[config.mk]
export PLATFORM = sky130hd
export DESIGN_NAME = uart_frame_receiver
export DESIGN_NICKNAME = d
export VERILOG_FILES = /design/src/rtl/uart_pkg.sv /design/src/rtl/uart_rx_sync.sv /design/src/rtl/uart_frame_receiver.sv
export SDC_FILE = /design/constraint.sdc
export NUM_CORES = 1
export LEC_CHECK = 0
export ABC_AREA = 1
export CAP_MARGIN = 20
export CORE_MARGIN = 2
export CORE_UTILIZATION = 62
export DETAILED_ROUTE_END_ITERATION = 6
export PLACE_DENSITY = 0.89
export SLEW_MARGIN = 40
export SYNTH_ARGS = -nofsm -noshare
export SYNTH_HDL_FRONTEND = slang
export SYNTH_SLANG_ARGS = --single-unit
[constraint.sdc]
create_clock -name clk -period 2.9 [get_ports clk]
set_input_delay 0.29 -clock clk [delete_from_list [all_inputs] [get_ports clk]]
set_output_delay 0.29 -clock clk [all_outputs]
set_load 0.05 [all_outputs]
[src/rtl/uart_pkg.sv]
// ============================================================
// uart_pkg : shared UART types and helpers (receiver and future transmitter)
// Revision 1.0
// ============================================================
`default_nettype none

package uart_pkg;

    typedef enum logic [1:0] {
        PARITY_NONE = 2'd0,
        PARITY_ODD  = 2'd1,
        PARITY_EVEN = 2'd2
    } parity_t;

    typedef enum logic [2:0] {
        RX_IDLE   = 3'd0,
        RX_START  = 3'd1,
        RX_DATA   = 3'd2,
        RX_PARITY = 3'd3,
        RX_STOP   = 3'd4
    } rx_state_t;

    // ones_xor is the XOR of all data bits and the received parity bit
    function automatic logic parity_error(input parity_t mode, input logic ones_xor);
        case (mode)
            PARITY_ODD:  return ~ones_xor;
            PARITY_EVEN: return ones_xor;
            default:     return 1'b0;
        endcase
    endfunction

endpackage

`default_nettype wire

[src/rtl/uart_rx_sync.sv]
// ============================================================
// uart_rx_sync : reset-to-1 synchronizer chain for the serial line
// Revision 1.0
// ============================================================
`default_nettype none

module uart_rx_sync #(
    parameter int SYNC_STAGES = 2
) (
    input  logic clk,
    input  logic reset,
    input  logic rx_async,
    output logic rx_sync,
    output logic primed
);

    logic [SYNC_STAGES-1:0] r_chain;
    logic [SYNC_STAGES-1:0] r_fill;

    // r_fill tracks when the chain output reflects the pin rather than the
    // reset value, so a line held low through reset never looks idle-high.
    always_ff @(posedge clk) begin
        if (reset) begin
            r_chain <= '1;
            r_fill  <= '0;
        end else begin
            r_chain <= {r_chain[SYNC_STAGES-2:0], rx_async};
            r_fill  <= {r_fill[SYNC_STAGES-2:0], 1'b1};
        end
    end

    assign rx_sync = r_chain[SYNC_STAGES-1];
    assign primed  = r_fill[SYNC_STAGES-1];

endmodule

`default_nettype wire

[src/rtl/uart_frame_receiver.sv]
// ============================================================
// uart_frame_receiver : parametrised UART receiver, valid/ready word output
// Revision 1.0
// ============================================================
`default_nettype none

module uart_frame_receiver
    import uart_pkg::*;
#(
    parameter int      CLKS_PER_BIT = 10000,
    parameter int      DATA_BITS    = 8,
    parameter parity_t PARITY       = PARITY_NONE,
    parameter int      STOP_BITS    = 1,
    parameter int      SYNC_STAGES  = 2
) (
    input  logic                 clk,
    input  logic                 reset,
    input  logic                 uart_rx,
    output logic [DATA_BITS-1:0] data,
    output logic                 valid,
    input  logic                 ready,
    output logic                 parity_err,
    output logic                 frame_err,
    output logic                 overrun,
    output logic                 busy
);

    localparam int HALF = CLKS_PER_BIT / 2;
    localparam int CW   = $clog2(CLKS_PER_BIT);
    localparam int IW   = $clog2(DATA_BITS + 1);

    localparam logic [CW-1:0] c_term       = CW'(CLKS_PER_BIT - 1);
    localparam logic [CW-1:0] c_half_m1    = CW'(HALF - 1);
    localparam logic [IW-1:0] c_last_bit   = IW'(DATA_BITS - 1);
    localparam logic [IW-1:0] c_last_stop  = IW'(STOP_BITS - 1);

    logic w_rx;
    logic w_primed;

    uart_rx_sync #(
        .SYNC_STAGES (SYNC_STAGES)
    ) u_sync (
        .clk      (clk),
        .reset    (reset),
        .rx_async (uart_rx),
        .rx_sync  (w_rx),
        .primed   (w_primed)
    );

    rx_state_t              r_state;
    logic [CW-1:0]          r_cnt;
    logic [IW-1:0]          r_idx;
    logic [DATA_BITS-1:0]   r_shift;
    logic                   r_armed;
    logic                   r_perr_pend;
    logic                   r_ferr_pend;
    logic [DATA_BITS-1:0]   r_data;
    logic                   r_valid;
    logic                   r_perr;
    logic                   r_ferr;
    logic                   r_ovr;
    logic                   r_busy;

    logic w_tick;
    logic w_commit;

    assign w_tick   = (r_cnt == c_term);
    assign w_commit = (r_state == RX_STOP) && w_tick && (r_idx == c_last_stop);

    always_ff @(posedge clk) begin
        if (reset) begin
            r_state     <= RX_IDLE;
            r_cnt       <= '0;
            r_idx       <= '0;
            r_shift     <= '0;
            r_armed     <= 1'b0;
            r_perr_pend <= 1'b0;
            r_ferr_pend <= 1'b0;
            r_data      <= '0;
            r_valid     <= 1'b0;
            r_perr      <= 1'b0;
            r_ferr      <= 1'b0;
            r_ovr       <= 1'b0;
            r_busy      <= 1'b0;
        end else begin
            case (r_state)
                RX_IDLE: begin
                    if (w_rx && w_primed) begin
                        r_armed <= 1'b1;
                    end
                    if (r_armed && !w_rx) begin
                        r_state <= RX_START;
                        r_cnt   <= '0;
                        r_busy  <= 1'b1;
                    end
                end
                RX_START: begin
                    if (r_cnt == c_half_m1) begin
                        r_cnt <= '0;
                        if (!w_rx) begin
                            r_state     <= RX_DATA;
                            r_idx       <= '0;
                            r_perr_pend <= 1'b0;
                            r_ferr_pend <= 1'b0;
                        end else begin
                            r_state <= RX_IDLE;
                            r_busy  <= 1'b0;
                        end
                    end else begin
                        r_cnt <= r_cnt + 1'b1;
                    end
                end
                RX_DATA: begin
                    if (w_tick) begin
                        r_cnt   <= '0;
                        // LSB arrives first, so after DATA_BITS shifts it sits at bit 0
                        r_shift <= {w_rx, r_shift[DATA_BITS-1:1]};
                        if (r_idx == c_last_bit) begin
                            r_idx   <= '0;
                            r_state <= (PARITY == PARITY_NONE) ? RX_STOP : RX_PARITY;
                        end else begin
                            r_idx <= r_idx + 1'b1;
                        end
                    end else begin
                        r_cnt <= r_cnt + 1'b1;
                    end
                end
                RX_PARITY: begin
                    if (w_tick) begin
                        r_cnt       <= '0;
                        r_idx       <= '0;
                        r_perr_pend <= parity_error(PARITY, (^r_shift) ^ w_rx);
                        r_state     <= RX_STOP;
                    end else begin
                        r_cnt <= r_cnt + 1'b1;
                    end
                end
                RX_STOP: begin
                    if (w_tick) begin
                        r_cnt <= '0;
                        if (!w_rx) begin
                            r_ferr_pend <= 1'b1;
                        end
                        if (r_idx == c_last_stop) begin
                            r_state <= RX_IDLE;
                            r_busy  <= 1'b0;
                        end else begin
                            r_idx <= r_idx + 1'b1;
                        end
                    end else begin
                        r_cnt <= r_cnt + 1'b1;
                    end
                end
                default: begin
                    r_state <= RX_IDLE;
                    r_busy  <= 1'b0;
                end
            endcase

            // A commit wins over a same-cycle handshake: the old word is consumed
            // and the new one loads without flagging overrun.
            if (w_commit) begin
                r_data  <= r_shift;
                r_valid <= 1'b1;
                r_perr  <= r_perr_pend;
                r_ferr  <= r_ferr_pend | ~w_rx;
                r_ovr   <= r_valid && !ready;
            end else if (r_valid && ready) begin
                r_valid <= 1'b0;
                r_perr  <= 1'b0;
                r_ferr  <= 1'b0;
                r_ovr   <= 1'b0;
            end
        end
    end

    assign data       = r_data;
    assign valid      = r_valid;
    assign parity_err = r_perr;
    assign frame_err  = r_ferr;
    assign overrun    = r_ovr;
    assign busy       = r_busy;

endmodule

`default_nettype wire

* Yosys cells after proc, flatten, opt, wreduce, memory -nomap -nowiden *
Index checks and enable logic that the tools add are counted.

cells by class
  $add $sub $neg = 2
  equal/unequal tests = 18
  multiplexer cells = 40
  bitwise operators = 3
  reduce and logical (&&, ||, !) cells = 25

operators with widths
  kind                                                                      number
  14-bit 2-to-1 mux                                                         3
  14-bit case mux with 3 select lines                                       1
  4-bit 2-to-1 mux                                                          7
  3-bit 2-to-1 mux                                                          7
  2-bit inequality test (second input constant)                             9
  1-bit 2-to-1 mux                                                          16
  4-bit case mux with 4 select lines                                        1
  3-bit case mux with 5 select lines                                        1
  14-bit by 1-bit adder with 14-bit output (second input constant)          1
  14-bit by 13-bit equality test with 1-bit output (second input constant)  1
  14-bit equality test (second input constant)                              1
  7-bit AND reduction                                                       2
  3-bit by 2-bit equality test with 1-bit output (second input constant)    2
  1-bit logical AND                                                         6
  2-bit AND reduction                                                       3
  6-bit AND reduction                                                       1
  2-bit nonzero test                                                        3
  5-bit AND reduction                                                       1
  4-bit by 1-bit adder with 4-bit output (second input constant)            1
  4-bit by 3-bit equality test with 1-bit output (second input constant)    1
  4-bit zero test                                                           1
  2-bit by 1-bit inequality test with 1-bit output (second input constant)  2
  1-bit case mux with 2 select lines                                        2
  1-bit case mux with 4 select lines                                        1
  other kinds (12)                                                          14

word-level totals
  flip-flop bits (word level) = 49
  bits of input ports = 4
  output and inout port bits = 13
  word-level logic and storage cells = 104

* Depth between registers and ports, before layout *
  depth in word-level cells = 4
  gate-level depth with buffers = 11
  mapped depth without buffers = 11

* Hierarchy *
Synthesis repeated with hierarchy kept, for this count alone.

unflattened totals
  cells, all modules = 313
  area, all modules = 2,376.0 µm²

by module, submodules not included
  module               instances  cells an instance  area an instance (µm²)  sequential area each (µm²)
  uart_frame_receiver  1          302                2,269.7                 860.8
  uart_rx_sync         1          11                 106.4                   80.1

* Worst setup path after synthesis *
OpenSTA, ideal clock, no wires.

  path kind = reg-to-reg
  start point = register r_cnt[0]
  end point = register r_idx[0]
  library setup time = 114 ps
  arrival time = 1,357 ps
  required time = 2,786 ps
  path slack = 1,429 ps
  cell stages (with the launch flop) = 9
  path buffers = 0
  period minus slack after synthesis = 1,471 ps
  cell sequence = dfxtp_1 -> ha_1 -> nand3_2 -> nor2_4 -> nand3_4 -> a21oi_4 -> nand2_2 -> a21oi_1 -> nor2_1

between the ends
  word-level cells in the longest chain between the ends = 3
  elaborated cells between the ends (all ways) = 7
  those cells by class = 6 x eq/ne; 1 x reduce/logical

ends and longest elaborated chain
  item                                                                                             line                                                  RTL
  start: declaration                                                                               uart_frame_receiver.sv:51                             logic [CW-1:0] r_cnt;
  start signal: assignment                                                                         uart_frame_receiver.sv:110                            r_cnt <= r_cnt + 1'b1;
  start signal: assignment                                                                         uart_frame_receiver.sv:125                            r_cnt <= r_cnt + 1'b1;
  start signal: assignment                                                                         uart_frame_receiver.sv:135                            r_cnt <= r_cnt + 1'b1;
  14-bit by 13-bit equality test with 1-bit output / 14-bit equality test (equally long branches)  uart_frame_receiver.sv:98, uart_frame_receiver.sv:67
  2-bit inequality test (no source line)                                                           --
  7-bit AND reduction (no source line) (*)                                                         --
  end signal: assignment                                                                           uart_frame_receiver.sv:122                            r_idx <= r_idx + 1'b1;
  end signal: assignment                                                                           uart_frame_receiver.sv:148                            r_idx <= r_idx + 1'b1;
  end: declaration                                                                                 uart_frame_receiver.sv:52                             logic [IW-1:0] r_idx;

Every way passes the cells marked *; elsewhere a longest branch is shown, timed or not.
A chain may end at the register's enable or synchronous reset.

* Worst setup path after layout *
  start point = register r_cnt[0]
  end point = register r_shift[6]

between the ends
  word-level cells in the longest chain between the ends = 2

ends and longest elaborated chain
  item                                  line                        RTL
  14-bit equality test                  uart_frame_receiver.sv:67   assign w_tick = (r_cnt == c_term);
  2-bit AND reduction (no source line)  --
  end signal: assignment                uart_frame_receiver.sv:117  r_shift <= {w_rx, r_shift[DATA_BITS-1:1]};
  end: declaration                      uart_frame_receiver.sv:53   logic [DATA_BITS-1:0] r_shift;

Every way passes these cells.

==> results.toml <==
[critical_path]
crit_type = "reg2reg"
r2r-end = "r_shift[6]$_SDFFE_PP0P_"
crit_path_start_kind = "register"
crit_fanout = 8
reg2reg_slack_ns = 1.02
r2r-start = "r_cnt[0]$_SDFFE_PP0P_"
r2r_cells = 6
crit_path_end = "r_shift[6]$_SDFFE_PP0P_"
critical_path_required_ns = 3.08
worstPathArrival_ns = 2.07
crit_start = "r_cnt[0]$_SDFFE_PP0P_"
end_kind = "register"

[pwr]
ir_drop_v = 0.000411
leakagePower_nw = 1.12
powerDensity_mw_per_mm2 = 611

[clocking]
cts_hold_buf = 0
cts_max_level = 2
clk_latency_ns = 0.31
cts_buffer_depth = 2
root_buffer = "clkbuf_8"
cts.sinks = 47
numCtsBuffers = 5
post_cts_buffers = 0
cts_tree = "done"
clk_pin_slew_ns = 0.10
cts.repair.resized = 0

[sta]
setup_viol = 0
worst_slack_ns = 1.02
period_minus_slack_ns = 1.88
rsz0062_at_grt = "false"
tns_ns = 0
slew_headroom = 0.660
final-max-slew-violation-count = 0
hold_slack_ns = 0.403
tightest_slew_ns = 0.508
max_freq_mhz = 531
hold_viol_final = 0
fin_crit_sh = 0.649
skew_ns = 0.00811

[detailed_routing]
firstDrtPassIters = 5
ant_nets = 0
drc = 0
wl_per_cell_um = 13.0
drt-total-wl_mm = 5.42
first_iter_violations = 186
vias = 2330
via_per_inst = 5.57

[synth]
synth_fa_ha_area_frac = 0.0157
synth_fp_nets = 360
ys_ff_latch = 47
muxShareOfSynthArea = 0
synth_compound_area_frac = 0.147
yosysSeqAreaShare = 0.394
synth_top_family_by_area = "simple AND/OR/NAND/NOR gates"
yosys.area_share.simple = 0.336
ys_types = 31
synth-xor-area-share = 0.00366
postSynthAreaPerCell_um2 = 6.77
yosysWarnings = 0
syn_inst = 353
syn-cell-area_mm2 = 0.00239

[finish]
layout-drive-gt1-share = 0.100
diodes = 0
layout.cells.non_filler = 418
nets = 376
area_delta_synth_final_pct = 11.6

[floorplanning]
initial_core_util = 0.648
core_mm2 = 0.00369
die-height_um = 66.1
core.rowCount = 22
io_pins = 17
die_x_um = 66.1
die_area_mm2 = 0.00437

[global_route]
grt_max_degree = 28
grt-ovfl-total = 0
grt_pass1_vias = 2199
grt_first_pass_wirelength_mm = 9.25
grtUsageTotal = 0.271
antenna_found_initial = 0

[flow_run]
drv_cap = 0

[placed_design]
dp_hpwl_mm = 3.88
gp_congestion = 0.903
dpl.cell_count = 410
dpl_worst_slack_ns = 0.955
portBuffers = 15

[hold_path]
hold_path.class = "reg2reg"

[outcome]
status = "completed"
==> per-layer routing <==
layer,GRT usage,part of all wire,wire [µm],up-vias
li1,-,-,-,1164
met1,0.345,0.44,2380,1049
met2,0.454,0.47,2580,99
met3,0.0477,0.064,348,18
met4,0.102,0.023,124,0
met5,0,0,0,-
==> layout by cell type (no fill, tap or decap), types with 2 or more instances in the layout <==
master / Yosys / routed
or2_2: 2 / 2
o21ai_1: 3 / 3
nor2_4: 2 / 2
ha_1: 3 / 3
o21bai_1: 2 / 2
nand3_1: 27 / 27
inv_2: 6 / 6
nor2_2: 4 / 4
nand4_1: 10 / 10
clkbuf_8: 0 / 5
dfxtp_1: 47 / 47
nor3_2: 2 / 2
nand3_2: 2 / 2
nand2_1: 75 / 75
o21ai_0: 24 / 24
inv_1: 48 / 48
nand2_2: 6 / 6
clkdlybuf4s50_1: 0 / 15
a21oi_1: 31 / 31
nor2_1: 41 / 41
==> cell usage after synthesis <==
master,number,area share
inv_1,48,0.075
or2_2,2,0.0052
nand2_4,1,0.0047
conb_1,1,0.0016
nand2_2,6,0.016
xor2_1,1,0.0037
o211ai_1,1,0.0031
nand4_1,10,0.026
o21ai_2,1,0.0037
nand3_4,1,0.0073
nand3_2,2,0.0084
a21oi_1,31,0.065
nor2_2,4,0.010
buf_4,3,0.0094
inv_2,6,0.0094
nand2_1,75,0.12
o21a_1,1,0.0031
nor2_4,2,0.0094
nand3_1,27,0.057
nor3_2,2,0.0084
clkbuf_1,4,0.0063
ha_1,3,0.016
nor2_1,41,0.064
o22ai_1,1,0.0026
dfxtp_1,47,0.39
o21ai_1,3,0.0063
clkinv_1,1,0.0016
a21oi_4,1,0.0068
o21ai_0,24,0.050
nor3_1,1,0.0021
o21bai_1,2,0.0063
==> kinds of logic after synthesis <==
group | after synthesis
AND/OR/NAND/NOR | 174
AO/OA/AOI/OAI | 65
buffers and inverters | 62
flip-flops | 47
adder cells (fa/ha/maj) | 3
XOR/XNOR | 1
other | 1
==> state kept, by name, indices dropped and copies added (netlist names), 2 cells and up <==
name            flops
r_cnt              14
data                8
r_shift             8
r_idx               4
r_state             3
u_sync.r_chain      2
u_sync.r_fill       2
==> worst min path at each step <==
stage / to / depth (start not counted) / from
detailed placement: u_sync.r_fill[1]$_SDFF_PP0_ / 2 / u_sync.r_fill[0]$_DFF_P_
CTS: u_sync.r_fill[1]$_SDFF_PP0_ / 2 / u_sync.r_fill[0]$_DFF_P_
global placement: u_sync.r_chain[1]$_SDFF_PP1_ / 1 / u_sync.r_chain[0]$_SDFF_PP1_
floorplan: u_sync.r_fill[1]$_SDFF_PP0_ / 2 / u_sync.r_fill[0]$_DFF_P_
global route: u_sync.r_fill[1]$_SDFF_PP0_ / 2 / u_sync.r_fill[0]$_DFF_P_
finish: u_sync.r_fill[1]$_SDFF_PP0_ / 2 / u_sync.r_fill[0]$_DFF_P_
==> final cells by class <==
cell class	instances	area (µm²)
clock buffer	5	68.8
tap	48	60.1
multi-input combinational	244	1210
sequential	47	941
timing repair buffer	16	158
fill	313	1020
clock inverter	3	27.5
inverter	55	206
==> worst max-delay path: stages, from the launching register on <==
cell and delay [ns]:
dfxtp_1 0.40, ha_1 0.26, nand3_2 0.19, nor3_1 0.38
inv_1 0.09, nor2_2 0.31, a21oi_1 0.12
==> report_power, final <==
group	internal, mW	leakage, nW	switching [mW]
sequential	0.683	0.381	0.0322
clock	0.179	0.0467	0.246
combinational	0.143	0.697	0.348
total	1.00	1.12	0.626
==> per-stage QoR <==
step           utilization  power (mW)  instance area [µm²]
2_1_floorplan            -        1.11                 2390
3_5_place_dp         0.697        1.20                 2570
3_3_place_gp         0.697        1.19                 2570
4_1_cts              0.723        1.63                 2670
6_report             0.723        1.63                 2670
5_1_grt              0.723        1.73                 2670
No activity file was read; power rests on OpenSTA's default activity.
